[src/rtl/instr_encoder.sv]
// RV32I instruction encoder: packs fields and an immediate into R/I/S/B/U/J words with sequential addresses.
// Optional immediate range checking is enabled by defining ENC_RANGE_CHECK_EN.
module instr_encoder #(
    parameter int INSTRUCTION = 32,
    parameter int ADDR_W      = 10
) (
    input  logic                   clk,
    input  logic                   rst_n,
    input  logic                   in_valid,
    output logic                   in_ready,
    input  logic [2:0]             fmt,
    input  logic [6:0]             opcode,
    input  logic [4:0]             rd,
    input  logic [4:0]             rs1,
    input  logic [4:0]             rs2,
    input  logic [2:0]             funct3,
    input  logic [6:0]             funct7,
    input  logic [INSTRUCTION-1:0] imm,
    input  logic                   restart,
    output logic                   out_valid,
    input  logic                   out_ready,
    output logic [INSTRUCTION-1:0] instruction,
    output logic [ADDR_W-1:0]      out_addr,
    output logic                   imm_err
);

    localparam logic [INSTRUCTION-1:0] NOP = 32'h0000_0013;

    logic [INSTRUCTION-1:0] enc_word;
    logic                   fmt_illegal;
    logic                   range_err;
    logic [ADDR_W-1:0]      counter;
    logic                   accept;

    assign in_ready = !out_valid || out_ready;
    assign accept   = in_valid && in_ready;

    always_comb begin
        enc_word    = NOP;
        fmt_illegal = 1'b0;
        case (fmt)
            3'd0: enc_word = {funct7, rs2, rs1, funct3, rd, opcode};
            3'd1: enc_word = {imm[11:0], rs1, funct3, rd, opcode};
            3'd2: enc_word = {imm[11:5], rs2, rs1, funct3, imm[4:0], opcode};
            3'd3: enc_word = {imm[12], imm[10:5], rs2, rs1, funct3, imm[4:1], imm[11], opcode};
            3'd4: enc_word = {imm[31:12], rd, opcode};
            3'd5: enc_word = {imm[20], imm[10:1], imm[11], imm[19:12], rd, opcode};
            default: fmt_illegal = 1'b1;
        endcase
    end

`ifdef ENC_RANGE_CHECK_EN
    // Immediate must sign-extend cleanly from its field width; branch/jump offsets must be even.
    always_comb begin
        range_err = 1'b0;
        case (fmt)
            3'd1, 3'd2: range_err = !((&imm[31:11]) || !(|imm[31:11]));
            3'd3:       range_err = !((&imm[31:12]) || !(|imm[31:12])) || imm[0];
            3'd4:       range_err = |imm[11:0];
            3'd5:       range_err = !((&imm[31:20]) || !(|imm[31:20])) || imm[0];
            default:    range_err = 1'b0;
        endcase
    end
`else
    assign range_err = 1'b0;
`endif

    always_ff @(posedge clk or negedge rst_n) begin
        if (!rst_n) begin
            out_valid   <= 1'b0;
            instruction <= '0;
            out_addr    <= '0;
            imm_err     <= 1'b0;
            counter     <= '0;
        end else if (accept) begin
            out_valid   <= 1'b1;
            instruction <= enc_word;
            imm_err     <= fmt_illegal || range_err;
            out_addr    <= restart ? '0 : counter;
            counter     <= restart ? ADDR_W'(1) : counter + ADDR_W'(1);
        end else begin
            if (out_ready)
                out_valid <= 1'b0;
            if (restart)
                counter <= '0;
        end
    end

endmodule
[config.mk]
export PLATFORM = sky130hd
export DESIGN_NAME = instr_encoder
export DESIGN_NICKNAME = d
export VERILOG_FILES = /design/src/rtl/instr_encoder.sv
export SDC_FILE = /design/constraint.sdc
export NUM_CORES = 1
export LEC_CHECK = 0
export CELL_PAD_IN_SITES_DETAIL_PLACEMENT = 2
export CELL_PAD_IN_SITES_GLOBAL_PLACEMENT = 2
export CORE_UTILIZATION = 26
export DETAILED_ROUTE_END_ITERATION = 6
export PLACE_DENSITY_LB_ADDON = 0.1
export SYNTH_ARGS = -nofsm -noshare
export SYNTH_HDL_FRONTEND = slang
export SYNTH_SLANG_ARGS = --single-unit
export TNS_END_PERCENT = 30
[constraint.sdc]
create_clock -name clk -period 2.45 [get_ports clk]
set_clock_uncertainty 0.05 [all_clocks]
set_input_delay 0.49 -clock clk [delete_from_list [all_inputs] [get_ports clk]]
set_output_delay 0.49 -clock clk [all_outputs]
set_load 0.02 [all_outputs]
==> impl_metrics.toml <==
[run_status]
status = "complete, no violations"

[synth]
synth-edff-count = 0
dominantRegCellSynth = "dfrtp_1"
synthDistinctLibCells = 37
syn_inst = 267
synthArstFlopShare_pct = 100.0
synth_area_leaders = "dfrtp_1 (50%), mux2i_1 (7.5%), nand2_1 (5.6%)"
synth_seq_area_share_pct = 50.44
syn_nets = 340
synth_top_area_share_pct = 50.44
synth_area_sq_um = 2679
yosysTopAreaCell = "dfrtp_1"
synth_seq_cells = 54
syn_avg_cell_area_sq_um = 10.03
yosysWarnings = 0

[setup_path]
cp_common_cell = "clkdlybuf4s50_1"
cp_data_arrival_time_ns = 1.76
cp-startpoint = "out_ready"
cp_num_buf_inv = 2
worstSetupPathType = "in -> out"
start_kind = "input pin"
cpMaxStageDelayCell = "clkdlybuf4s50_1"
crit_chain = "clkdlybuf4s50_1, nand2b_1, clkdlybuf4s50_1"
reg2reg_from = "out_valid$_DFFE_PN0P_"
crit_required_ns = 1.91
critPathTopFamily = "buffers and inverters"
crit_fanout = 5
worstSetupEndpointType = "output pin"
cpPeakStageDelay_ns = 0.63

[die]
start_util_pct = 27.16
die_h_um = 103.5
die-area_sq_um = 10710
num_rows = 36
ios = 117
core_sq_um = 9864
fp.dieW_um = 103.5

[pwr]
peakVddDrop_uv = 224.9
power.net_switching_uw = 684.6
p_int_mw = 1.630
combPwrFrac_pct = 28.8
p_sw_share_pct = 29.57
seq_power_share_pct = 44.5
powerDensity_nw_per_um2 = 557.6
fin_total_pwr_mw = 2.315
clockPowerShare_pct = 26.6
p_leak_nw = 1.776

[routing]
drtIter0Drc = 37
num_vias = 2476
wl_per_cell_um = 16.34
firstDrtPassIters = 3
drc_errors = 0
vias_per_cell = 4.707
ant_nets = 0
wirelength_um = 8593

[final_layout]
syn_to_final_growth_pct = 54.97
finalNetCount = 465
fin_area_sq_um = 4151
antenna_cells = 0
drive_gt1_share_pct = 9.669
fillers = 1060
final_common_cell = "clkdlybuf4s50_1"
final_cell_mix = "clkdlybuf4s50_1 (115), dfrtp_1 (54), nand2_1 (40)"

[timing]
worst_slack_ns = 0.1511
rsz0062_at_grt = "false"
final_max_slew_viol_count = 0
setup_tns_ns = 0
min_period_ns = 2.299
slew_headroom_pct = 58.24
setup_viol = 0
hold_ws_ns = 0.1301
finalHoldViolations = 0
worstMarginPinSlew_ns = 0.6263
post-route-period-util_pct = 93.83
max_freq_mhz = 435.0

[clock_tree]
post_cts_buffers = 0
clock_sinks = 54
clk_pin_slew_ns = 0.11
hold_buffers = 0
cts_resized = 0
cts-root-buf = "clkbuf_8"
cts_buffer_depth = 2
htreeDepth = 2
cts_tree = "built"
numCtsBuffers = 5
clk_latency_ns = 0.30

[placement]
place_congestion = 0.7424
io_buffers = 116
dp_slack_ns = 0.1055
place_hpwl_um = 6806
dpl_cell_area_sq_um = 4038

[grt]
grt_use_total_pct = 16.35
grt_pass1_vias = 2855
grt_overflow = 0
grt_start_max_net_pins = 31
grt_first_pass_wirelength_um = 14120
antenna_found_initial = 0

[hold_path]
hold_class = "in -> async"

[run]
cap_viol_max_count = 0
## Yosys cell counts, drive strengths merged (5+ instances only)
library cell  instances
a22o                  9
nor2                 24
o21ai                29
a21oi                 9
nand3b                8
nor2b                 7
nand2                40
mux2i                20
a221oi                7
buf                  13
dfrtp                54
a22oi                 5
xor2                  6
nand3                 5
## cells by family after synthesis
logic type               share of synthesized area [%]
XOR/XNOR                                         2.289
AO/OA/AOI/OAI                                    15.60
flip-flops                                       50.44
AND/OR/NAND/NOR                                  17.75
adder cells (fa/ha/maj)                         0.4670
buffers and inverters                            4.717
multiplexers                                     8.734
## worst paths after layout
check / cells past startpoint / slack (ns) / to
worst max-delay path: 3 / 0.15 / in_ready
worst min-delay path: 1 / 0.13 / instruction[13]$_DFFE_PN0P_
worst max register to register: 4 / 0.72 / instruction[4]$_DFFE_PN0P_
worst min register to register: 2 / 0.42 / out_addr[1]$_DFFE_PN0P_
max in group asynchronous: 2 / 1.63 / instruction[29]$_DFFE_PN0P_
min in group clk: 2 / 0.42 / out_addr[1]$_DFFE_PN0P_
## sequential cells by signal, indices dropped and copies added, names as in the netlist
name and cells:
counter 10, imm_err 1, instruction 32, out_addr 10
out_valid 1
## area by class of cell
cell class	count	area, sq um	area share [%]
timing repair buffer	135	1311	31.59
multi-input combinational	194	1201	28.93
inverter	2	7.507	0.1808
sequential	54	1351	32.55
clock inverter	3	45.04	1.085
tap	133	166.4	4.008
clock buffer	5	68.82	1.658
## power groups by stage
stage                     combinational [mW]  sequential, mW  clock (mW)
after global placement                 0.664            1.05           0
after detailed placement               0.681            1.05           0
after CTS                              0.682            1.03       0.641
final                                  0.668            1.03       0.616
after global routing                   0.721            1.04       0.668
after floorplan                        0.189            1.14           0
## per-layer routing
metal  up-vias  GRT usage (%)  part of all wire (%)
li1       1192              -                     -
met1      1210          19.44                    43
met2        68          29.77                    51
met3         6          3.965                   5.2
met4         0          3.209                  0.69
met5         -              0                     0
## per-stage QoR
| step | std cells | util (%) |
|---|---|---|
| detailed placement | 518 | 40.93 |
| global route | 526 | 42.09 |
| finish | 526 | 42.09 |
| global placement | 518 | 40.93 |
| CTS | 526 | 42.09 |
| floorplan | 267 | - |
Power figures use the tool's default switching activity.
